[config.mk]
export PLATFORM = sky130hd
export DESIGN_NAME = frequency_generator
export DESIGN_NICKNAME = d
export VERILOG_FILES = /design/src/rtl/frequency_generator.sv
export SDC_FILE = /design/constraint.sdc
export NUM_CORES = 1
export LEC_CHECK = 0
export BUFFER_PORTS_ARGS = -buffer_cell sky130_fd_sc_hd__buf_2
export CORE_UTILIZATION = 65
export DETAILED_ROUTE_END_ITERATION = 8
export PLACE_DENSITY = 0.85
export SYNTH_ARGS = -nofsm -noshare
export SYNTH_HDL_FRONTEND = slang
export SYNTH_SLANG_ARGS = --single-unit
[constraint.sdc]
create_clock -name clk -period 4.7 [get_ports clk]
set_input_delay 0.47 -clock clk [delete_from_list [all_inputs] [get_ports clk]]
set_output_delay 0.47 -clock clk [all_outputs]
set_load 0.005 [all_outputs]
[src/rtl/frequency_generator.sv]
// Square-wave stimulus source: emits tens*10+units rising edges per window of
// UPDATE_PERIOD clocks, spread evenly by a DDA accumulator. New digit values
// are converted serially and committed only on window boundaries.
module frequency_generator #(
    parameter int UPDATE_PERIOD = 12000,
    parameter int BITS          = 14
) (
    input  logic       clk,
    input  logic       reset_n,
    input  logic [3:0] tens,
    input  logic [3:0] units,
    input  logic       load,
    output logic       ready,
    output logic       error,
    output logic       signal,
    output logic       window,
    output logic [6:0] target
);

    typedef enum logic [1:0] {IDLE, CONV_TENS, CONV_UNITS} state_t;

    localparam logic [BITS-1:0] LAST_SAMPLE = BITS'(UPDATE_PERIOD - 1);
    localparam logic [BITS:0]   PERIOD      = (BITS + 1)'(UPDATE_PERIOD);

    state_t          r_state;
    state_t          w_next_state;
    logic [BITS-1:0] r_sample;
    logic [BITS:0]   r_acc;
    logic            r_signal;
    logic [6:0]      r_target;
    logic [6:0]      r_pend_target;
    logic            r_pend_valid;
    logic [6:0]      r_conv;
    logic [3:0]      r_tens_left;
    logic [3:0]      r_units;
    logic            r_error;

    logic            w_boundary;
    logic            w_digits_ok;
    logic            w_accept;
    logic [BITS:0]   w_acc_next;
    logic            w_wrap;

    assign w_boundary  = (r_sample == LAST_SAMPLE);
    assign w_digits_ok = (tens <= 4'd9) && (units <= 4'd9);
    assign w_accept    = (r_state == IDLE) && load && w_digits_ok;
    assign w_acc_next  = r_acc + (BITS + 1)'({r_target, 1'b0});
    assign w_wrap      = (w_acc_next >= PERIOD);

    assign window = w_boundary;
    assign signal = r_signal;
    assign target = r_target;
    assign error  = r_error;

    // Window counter: free-running, wraps at UPDATE_PERIOD-1
    always_ff @(posedge clk or negedge reset_n) begin
        if (!reset_n) begin
            r_sample <= '0;
        end else if (w_boundary) begin
            r_sample <= '0;
        end else begin
            r_sample <= r_sample + BITS'(1);
        end
    end

    // Conversion FSM state register
    always_ff @(posedge clk or negedge reset_n) begin
        if (!reset_n) begin
            r_state <= IDLE;
        end else begin
            r_state <= w_next_state;
        end
    end

    // Conversion FSM next-state logic
    always_comb begin
        w_next_state = r_state;
        case (r_state)
            IDLE:       if (w_accept) w_next_state = CONV_TENS;
            CONV_TENS:  if (r_tens_left == 4'd0) w_next_state = CONV_UNITS;
            CONV_UNITS: w_next_state = IDLE;
            default:    w_next_state = IDLE;
        endcase
    end

    // Conversion FSM outputs
    always_comb begin
        ready = (r_state == IDLE);
    end

    // Digit capture and repeated-add tens conversion; error pulse on bad digits
    always_ff @(posedge clk or negedge reset_n) begin
        if (!reset_n) begin
            r_conv      <= '0;
            r_tens_left <= '0;
            r_units     <= '0;
            r_error     <= 1'b0;
        end else begin
            r_error <= (r_state == IDLE) && load && !w_digits_ok;
            if (w_accept) begin
                r_tens_left <= tens;
                r_units     <= units;
                r_conv      <= '0;
            end else if (r_state == CONV_TENS && r_tens_left != 4'd0) begin
                r_conv      <= r_conv + 7'd10;
                r_tens_left <= r_tens_left - 4'd1;
            end
        end
    end

    // Pending/commit: boundary commits the old pending value; a coinciding
    // CONV_UNITS write is ordered last so the new value stays pending
    always_ff @(posedge clk or negedge reset_n) begin
        if (!reset_n) begin
            r_target      <= '0;
            r_pend_target <= '0;
            r_pend_valid  <= 1'b0;
        end else begin
            if (w_boundary && r_pend_valid) begin
                r_target     <= r_pend_target;
                r_pend_valid <= 1'b0;
            end
            if (r_state == CONV_UNITS) begin
                r_pend_target <= r_conv + {3'b000, r_units};
                r_pend_valid  <= 1'b1;
            end
        end
    end

    // DDA: 2*target toggles per window, last one landing on the boundary
    always_ff @(posedge clk or negedge reset_n) begin
        if (!reset_n) begin
            r_acc    <= '0;
            r_signal <= 1'b0;
        end else if (w_wrap) begin
            r_acc    <= w_acc_next - PERIOD;
            r_signal <= ~r_signal;
        end else begin
            r_acc    <= w_acc_next;
        end
    end

endmodule

==> impl_metrics.tcl, run 1 <==
set metrics [dict create \
    first_iter_violations 201 \
    powerDensity_mw_per_mm2 430 \
    die_h_um 72.5 \
    dp_hpwl_um 4130 \
    maxCapViolations 0 \
    cp_common_cell "ha_1" \
    grt_setup_unrepaired "false" \
    yosysMostFrequentCell "dfrtp_1" \
    synthFlopType "dfrtp_1" \
    worstPathCellList "ha_1, fa_1, a21o_2, a21oi_1, xnor2_1, ha_1, inv_1, a31o_1, a211oi_4, nand4_1, nand2_1, mux2_2" \
    synth-edff-count 0 \
    final_nets 369 \
    cp.arrival_ns 3.65 \
    synthArstFlopShare_pct 100 \
    dpl_cell_area_mm2 0.00341 \
    switching_share_pct 30.2 \
    vias 2434 \
    wl_um 6070 \
    fin_crit_sh_pct 73.2 \
    synth.area.top_cells "dfrtp_1, ha_1, mux2_2, xor2_1, xnor2_1" \
    synth_top_cell_area_share_pct 47.2 \
    grt_pass1_vias 2408 \
    area_growth_pct 12.3 \
    final.setup.tns_ns 0 \
    htreeDepth 3 \
    required_ns 4.91 \
    dp_cells 399 \
    synth_cells 318 \
    p_int_mw 1.09 \
    cts_max_path_buffers 2 \
    synth_area_mm2 0.00323 \
    portBuffers 21 \
    antenna_found_initial 0 \
    clockRootBuffer "clkbuf_8" \
    place_ws_ns 1.31 \
    critPathLaunchType "register" \
    grt_pass1_wl_um 10500 \
    yosysSeqAreaShare_pct 47.2 \
    combPwrFrac_pct 22.2 \
    cts_tree "done" \
    critPathSlowestCell "fa_1" \
    cts_setup_buffers 0 \
    track_usage_pct 26.4 \
    worstSkewPairLatency_ns 0.33 \
    drive_above_1_share_pct 18.1 \
    setup_ws_ns 1.26 \
    synth_nets 344 \
    viasPerCell 5.87 \
    vdd_drop_max_uv 391 \
    p_total_mw 1.56 \
    worstSetupPathType "reg2reg" \
    crit_fanout 4 \
    drt-wirelength-per-cell_um 14.6 \
    clock_sinks 61 \
    cts_resized 0 \
    max_slew.worst_pin.slew_ns 1.24 \
    grt_max_degree 62 \
    overflow 0 \
    avgSynthCellArea_um2 10.2 \
    finalInstanceArea_mm2 0.00363 \
    critPathMaxStageDelay_ns 0.46 \
    num_io_pins 22 \
    power.switching_uw 470 \
    slew_headroom_pct 16.1 \
    clkPwrFrac_pct 32.9 \
    cts_hold_buf 0 \
    drt_first_pass_iters 4 \
    start_util_pct 68.0 \
    hp-class "in2async" \
    pwr-share-seq_pct 44.8 \
    cts.reportedPaths.clkPinSlew_ns 0.07 \
    setup_viol 0 \
    timing.final.hold_violations 0 \
    min_period_ns 3.44 \
    coreArea_mm2 0.00475 \
    detail-route-antenna-nets 0 \
    status "finished clean" \
    die_width_um 72.5 \
    yosysWarnings 0 \
    gp_congestion 0.794 \
    slew_viol_final 0 \
    regToRegSetupSlack_ns 1.26 \
    netlist_top_cells_count "dfrtp_1, nand2_1, nor2_1, o21ai_0, a21oi_1" \
    fillers 321 \
    antennaDiodeCount 0 \
    synthDistinctLibCells 53 \
    synth-seq-cells 61 \
    layout.cells.non_filler 415 \
    row_count 25 \
    cts-buffers-inserted 9 \
    die-area_mm2 0.00526 \
    p_leak_nw 1.75 \
    fmax_mhz 291 \
    endpoint_kind "register" \
    synth_top_cell_by_area "dfrtp_1" \
    fin_skew_ns 0.00913 \
    drc_errors 0 \
]
area by class of cell:
| class | instances | area (um2) | share of cell area, % |
|---|---|---|---|
| inverter | 9 | 33.8 | 0.931 |
| clock buffer | 10 | 138 | 3.79 |
| timing repair buffer | 22 | 113 | 3.10 |
| sequential | 61 | 1530 | 42.1 |
| clock inverter | 6 | 86.3 | 2.38 |
| tap | 67 | 83.8 | 2.31 |
| multi-input combinational | 240 | 1650 | 45.4 |
layout by cell type (no fill, tap or decap), types with 4 or more instances in the layout:
cell	synthesis	final
a21oi_1	19	19
and3_1	4	4
buf_2	0	21
clkbuf_8	0	10
dfrtp_1	61	61
ha_1	14	14
inv_1	9	9
mux2_2	14	14
nand2_1	29	29
nand3_1	11	11
nand4_1	9	9
nor2_1	29	29
nor2b_1	5	5
o21ai_0	22	22
xnor2_1	16	16
xor2_1	17	17
per-layer routing:
metal	global-route usage [%]	part of all wire (%)	up-vias
met4	12.0	1.0	0
met3	5.69	4.1	9
met1	33.6	44	1168
met2	43.5	51	75
met5	0	0	-
li1	-	-	1182
metrics by stage:
| stage | hold slack (ns) | utilization [%] |
|---|---|---|
| floorplan | 0.174 | - |
| global placement | 0.454 | 71.6 |
| detailed placement | 0.467 | 71.6 |
| CTS | 0.305 | 76.3 |
| global route | 0.357 | 76.3 |
| finish | 0.288 | 76.3 |
final timing paths:
path	cells past startpoint	startpoint	endpoint
setup / recovery	12	target[0]	r_acc[6]
hold / removal	2	reset_n	r_acc[2]
setup reg to reg	12	target[0]	r_acc[6]
hold reg to reg	1	r_acc[1]	r_acc[1]
max in group asynchronous	2	reset_n	r_acc[10]
min in group clk	3	tens[3]	r_tens_left[3]
state kept, by name, indices dropped and copies added, names as in the netlist:
| name | cells |
|---|---|
| r_acc | 14 |
| r_sample | 14 |
| r_pend_target | 7 |
| target | 7 |
| r_conv | 6 |
| r_tens_left | 4 |
| r_units | 4 |
| r_state | 2 |
| error | 1 |
| r_pend_valid | 1 |
| signal | 1 |
cells by family after synthesis:
| group | Yosys count | share of synthesized area, % |
|---|---|---|
| compound gates | 67 | 13.2 |
| simple gates | 109 | 17.1 |
| fa+ha+maj | 15 | 6.04 |
| mux | 16 | 5.50 |
| flops | 61 | 47.2 |
| xor+xnor | 33 | 8.94 |
| buf+inv | 17 | 1.97 |
critical path, delay by kind of cell (launching register included):
kind	cells	cell delay [ns]
AO/OA/AOI/OAI	4	0.93
XOR/XNOR	1	0.21
flip-flops	1	0.40
buffers and inverters	1	0.05
adder cells (fa/ha/maj)	3	0.94
multiplexers	1	0.36
AND/OR/NAND/NOR	2	0.43
power by group through the flow:
| stage | clock network [mW] | logic [mW] | registers (mW) |
|---|---|---|---|
| final | 0.514 | 0.347 | 0.699 |
| after global routing | 0.546 | 0.398 | 0.712 |
| after CTS | 0.524 | 0.350 | 0.699 |
| after detailed placement | 0 | 0.337 | 0.705 |
| after global placement | 0 | 0.322 | 0.699 |
| after floorplan | 0 | 0.269 | 0.683 |
(Power assumes the default switching activity.)
==> run 2: changes to the inputs <==
Settings changed: ABC_AREA set to 1, CORE_UTILIZATION 65 to 61, PLACE_DENSITY 0.85 to 0.8.
Clock period 4.7 ns to 3.4 ns, I/O delays scaled along.
==> impl_metrics.tcl, run 2 <==
set metrics [dict create \
    synthFlopType "dfrtp_1" \
    synth_area_mm2 0.00348 \
    synth_nets 462 \
    maxCapViolations 0 \
    final_nets 494 \
    finalInstanceArea_mm2 0.00385 \
    setup_ws_ns 0.845 \
    viasPerCell 5.36 \
    cp.arrival_ns 2.78 \
    fin_skew_ns 0.00972 \
    drive_above_1_share_pct 15.2 \
    top_regs "r_acc: 14 flops, r_sample: 14 flops" \
    hp-class "in2reg" \
    num_io_pins 22 \
    die-area_mm2 0.00602 \
    final.setup.tns_ns 0 \
    antennaDiodeCount 0 \
    p_int_mw 1.31 \
    synth_top_cell_area_share_pct 43.8 \
    dp_hpwl_um 5240 \
    grt_pass1_vias 2689 \
    slew_viol_final 0 \
    final_common_cell "nand2_1" \
    yosysSeqAreaShare_pct 43.8 \
    synthDistinctLibCells 36 \
    synth_top_cell_by_area "dfrtp_1" \
    r2r_cells 13 \
    grt_setup_unrepaired "false" \
    timing.final.hold_violations 0 \
    critPathLaunchType "register" \
    cts_max_path_buffers 2 \
    max_slew.worst_pin.slew_ns 0.433 \
    vias 2923 \
    clkPwrFrac_pct 27.8 \
    cts_resized 0 \
    vdd_drop_max_uv 500 \
    min_period_ns 2.55 \
    yosysMostFrequentCell "nand2_1" \
    antenna_found_initial 0 \
    cts_hold_buf 1 \
    switching_share_pct 33.7 \
    cts.reportedPaths.clkPinSlew_ns 0.07 \
    post-route-util_pct 69.9 \
    drc_errors 0 \
    place_ws_ns 0.894 \
    required_ns 3.63 \
    track_usage_pct 25.1 \
    finalHoldWorstSlack_ns 0.207 \
    synth.area.top_cells "dfrtp_1, nand2_1, inv_1, ha_1, nand3_1" \
    netlist_top_cells_count "nand2_1, dfrtp_1, inv_1, nor2_1, nand3_1" \
    drt-wirelength-per-cell_um 12.5 \
    combPwrFrac_pct 24.6 \
    htreeDepth 3 \
    cts-buffers-inserted 9 \
    overflow 0 \
    clockRootBuffer "clkbuf_8" \
    start_util_pct 63.3 \
    status "finished clean" \
    synth-seq-cells 61 \
    first_iter_violations 168 \
    grt_pass1_wl_um 11600 \
    clock_sinks 61 \
    powerDensity_mw_per_mm2 516 \
    dpl_cell_area_mm2 0.00367 \
    layout_common_cells "nand2_1, dfrtp_1, inv_1, nor2_1, nand3_1" \
    slew_headroom_pct 71.1 \
    crit_fanout 16 \
    detail-route-antenna-nets 0 \
    grt_max_degree 25 \
    fmax_mhz 391 \
    avgSynthCellArea_um2 7.99 \
    endpoint_kind "register" \
    cts_tree "done" \
    worstSetupPathType "reg2reg" \
    p_leak_nw 2.06 \
    yosysWarnings 0 \
    drt_first_pass_iters 6 \
    setup_viol 0 \
    whs_path_depth 3 \
    power.switching_uw 670 \
    synth_cells 436 \
    die_h_um 77.6 \
    area_growth_pct 10.4 \
    synthArstFlopShare_pct 100 \
    fin_crit_sh_pct 75.1 \
    worstSkewPairLatency_ns 0.34 \
    coreArea_mm2 0.00551 \
    cts_setup_buffers 0 \
    row_count 27 \
    die_width_um 77.6 \
    synth-edff-count 0 \
    pwr-share-seq_pct 47.6 \
    wl_um 6820 \
    portBuffers 21 \
    gp_congestion 0.841 \
]
==> run 2: cell families after synthesis <==
kind of cell             share of synthesized area, %
AO/OA/AOI/OAI                                    8.40
AND/OR/NAND/NOR                                  31.5
adder cells (fa/ha/maj)                          5.60
buffers and inverters                            6.68
flip-flops                                       43.8
XOR/XNOR                                         4.02
==> run 2: worst max-delay path: stages, from the launching register on <==
cell and delay [ns]:
dfrtp_1 0.40, ha_1 0.27, fa_1 0.44, nand3_2 0.12, nand4_1 0.10, nand2_1 0.14, ha_1 0.20, nand3_1 0.13
a21oi_2 0.16, nand2_2 0.09, nand2_4 0.17, nand2_1 0.09, nand2_1 0.07, nand2_1 0.05
==> run 2: layer usage <==
metal  GRT usage [%]  wire length (um)  vias to the layer above  share of wire, %
li1                -                 -                     1473                 -
met5               0                 0                        -                 0
met4            13.0               194                        0               2.8
met1            31.1              3060                     1372                45
met2            40.8              3280                       60                48
met3            6.12               286                       18               4.2
==> run 2: power by group through the flow <==
stage          clock network (mW)  registers [mW]  logic, mW
6_report                    0.552           0.944      0.488
5_1_grt                     0.593           0.960      0.568
4_1_cts                     0.564           0.944      0.493
3_5_place_dp                    0           0.959      0.489
3_3_place_gp                    0           0.952      0.467
2_1_floorplan                   0           0.932      0.381
==> run 2: stage by stage <==
step                instances  power [mW]
global route              545        2.12
finish                    545        1.98
floorplan                 436        1.31
global placement          528        1.42
CTS                       545        2.00
detailed placement        528        1.45
==> run 2: worst paths after layout <==
| path | startpoint | to | slack, ns |
|---|---|---|---|
| max | target[0] | r_acc[12] | 0.85 |
| min | units[0] | r_units[0] | 0.21 |
| max in group asynchronous | reset_n | r_sample[2] | 2.25 |
| max reg2reg | target[0] | r_acc[12] | 0.85 |
| min in group asynchronous | reset_n | r_units[0] | 0.47 |
| min reg2reg | r_pend_target[5] | target[5] | 0.46 |
==> run 2: layout make-up <==
type / count / area [um2]
timing repair buffer: 24 / 130
inverter: 56 / 210
sequential: 61 / 1530
multi-input combinational: 316 / 1730
fill: 456 / 1660
clock inverter: 6 / 38.8
tap: 72 / 90.1
clock buffer: 10 / 128
==> run 3: changes to the inputs <==
Settings changed: ABC_AREA 1 to 0, CORE_UTILIZATION 61 to 54, PLACE_DENSITY 0.8 to 0.75.
Clock period 3.4 ns to 2.15 ns, I/O delays scaled along.
==> impl_metrics.tcl, run 3 (synthesized netlist as in run 1, its figures left out) <==
set metrics [dict create \
    cp.arrival_ns 3.22 \
    maxCapViolations 0 \
    portBuffers 21 \
    fin_crit_sh_pct 139 \
    grt_max_degree 23 \
    cts_tree "done" \
    viasPerCell 5.58 \
    p_leak_nw 2.10 \
    drt_first_pass_iters 4 \
    final_common_cell "dfrtp_1" \
    area_growth_pct 33.6 \
    final.setup.tns_ns -8.33 \
    fin_skew_ns 0.00866 \
    regToRegSetupSlack_ns -0.84 \
    layout.cells.non_filler 483 \
    grt_pass1_wl_um 12200 \
    place_ws_ns -0.761 \
    cts_max_path_buffers 2 \
    vias 2695 \
    required_ns 2.38 \
    coreArea_mm2 0.00564 \
    clockRootBuffer "clkbuf_8" \
    die_h_um 79.4 \
    die-area_mm2 0.00630 \
    hp-class "in2reg" \
    status "complete, but fails checks" \
    violations "setup timing" \
    slew_headroom_pct 69.0 \
    drc_errors 0 \
    clock_sinks 61 \
    crit_fanout 4 \
    cts.reportedPaths.clkPinSlew_ns 0.07 \
    drive_above_1_share_pct 36.3 \
    detail-route-antenna-nets 0 \
    top_regs "r_acc: 14 flops, r_sample: 14 flops" \
    powerDensity_mw_per_mm2 821 \
    p_total_mw 3.55 \
    worstSetupPathType "reg2reg" \
    vdd_drop_max_uv 857 \
    slew_viol_final 0 \
    grt_setup_unrepaired "true" \
    critPathLaunchType "register" \
    start_util_pct 57.3 \
    endpoint_kind "register" \
    setup_ws_ns -0.845 \
    dp_hpwl_um 4990 \
    wl_um 7440 \
    num_io_pins 22 \
    drt-wirelength-per-cell_um 15.4 \
    overflow 0 \
    first_iter_violations 156 \
    die_width_um 79.4 \
    layout_common_cells "dfrtp_1, buf_4, nor2_1, nand2_1, buf_2" \
    track_usage_pct 25.7 \
    row_count 27 \
    grt_pass1_vias 2676 \
    final_nets 432 \
    antenna_found_initial 0 \
    cts-buffers-inserted 9 \
    antennaDiodeCount 0 \
    timing.final.hold_violations 0 \
    setup_viol 11 \
    fmax_mhz 334 \
    gp_congestion 0.832 \
    worstSkewPairLatency_ns 0.35 \
    htreeDepth 3 \
    min_period_ns 2.99 \
    dp_cells 455 \
    max_slew.worst_pin.slew_ns 0.464 \
]
[run 3: changes by cell type in the layout (fill, tap and decap cells not counted), sizes merged, moves of 6 or more]
cell	change
a21oi	+6
buf	+61
inv	-45
mux2	+14
nand2	-116
nand3	-23
nor3	-8
xnor2	+12
[run 3: routing by layer]
metal / track usage [%] / part of all wire (%) / routed length (um) / vias up
met5: 0 / 0 / 0 / -
met4: 9.82 / 2.0 / 146 / 0
met3: 5.14 / 3.6 / 270 / 14
met2: 44.4 / 50 / 3680 / 45
met1: 31.8 / 45 / 3340 / 1332
li1: - / - / - / 1304
[run 3: what timing repair did]
action                                  4_1_cts  5_1_grt
hold endpoints to repair                     18        0
buffers inserted                              6        6
gates cloned                                  0        0
hold buffers                                  1        0
endpoints found under the setup margin       11       12
gates resized for setup                      12       17
pin swaps                                    20       17
[run 3: layout make-up]
cell class	instances	area, um2
Fill cell	359	1320
Timing Repair Buffer	85	603
Clock inverter	7	123
Sequential cell	61	1530
Clock buffer	9	124
Tap cell	72	90.1
Multi-Input combinational cell	240	1820
Inverter	9	33.8
[run 3: worst paths after layout]
| kind | from | to | cells after the start |
|---|---|---|---|
| max in group asynchronous | reset_n | r_acc[4] | 3 |
| hold reg to reg | r_sample[0] | r_sample[0] | 1 |
| setup / recovery | target[4] | r_acc[6] | 11 |
| min in group asynchronous | reset_n | r_sample[13] | 2 |
| setup reg to reg | target[4] | r_acc[6] | 11 |
| hold / removal | tens[0] | r_tens_left[0] | 3 |
[run 3: per-stage QoR]
| stage | utilization [%] | cell area [um2] | hold WS, ns |
|---|---|---|---|
| after CTS | 74.1 | 4180 | 0.0881 |
| final | 76.6 | 4320 | 0.101 |
| after global placement | 67.8 | 3820 | 0.190 |
| after floorplan | - | 3260 | -0.0806 |
| after global routing | 76.6 | 4320 | 0.0833 |
| after detailed placement | 67.8 | 3820 | 0.195 |
[run 3: report_power, final]
group / switching (mW) / internal (mW)
Clock: 0.479 / 0.775
Sequential: 0.163 / 1.36
Combinational: 0.425 / 0.344
Total: 1.07 / 2.48
[run 3: critical path, stage by stage, from the launching register on]
cell and delay (ns):
dfrtp_1 0.40, ha_2 0.39, o211ai_1 0.13, o21ai_0 0.25, xor2_1 0.30, ha_2 0.27
inv_2 0.04, a31o_1 0.21, a211oi_4 0.26, nand4_1 0.19, nand2_2 0.14, mux2_4 0.30
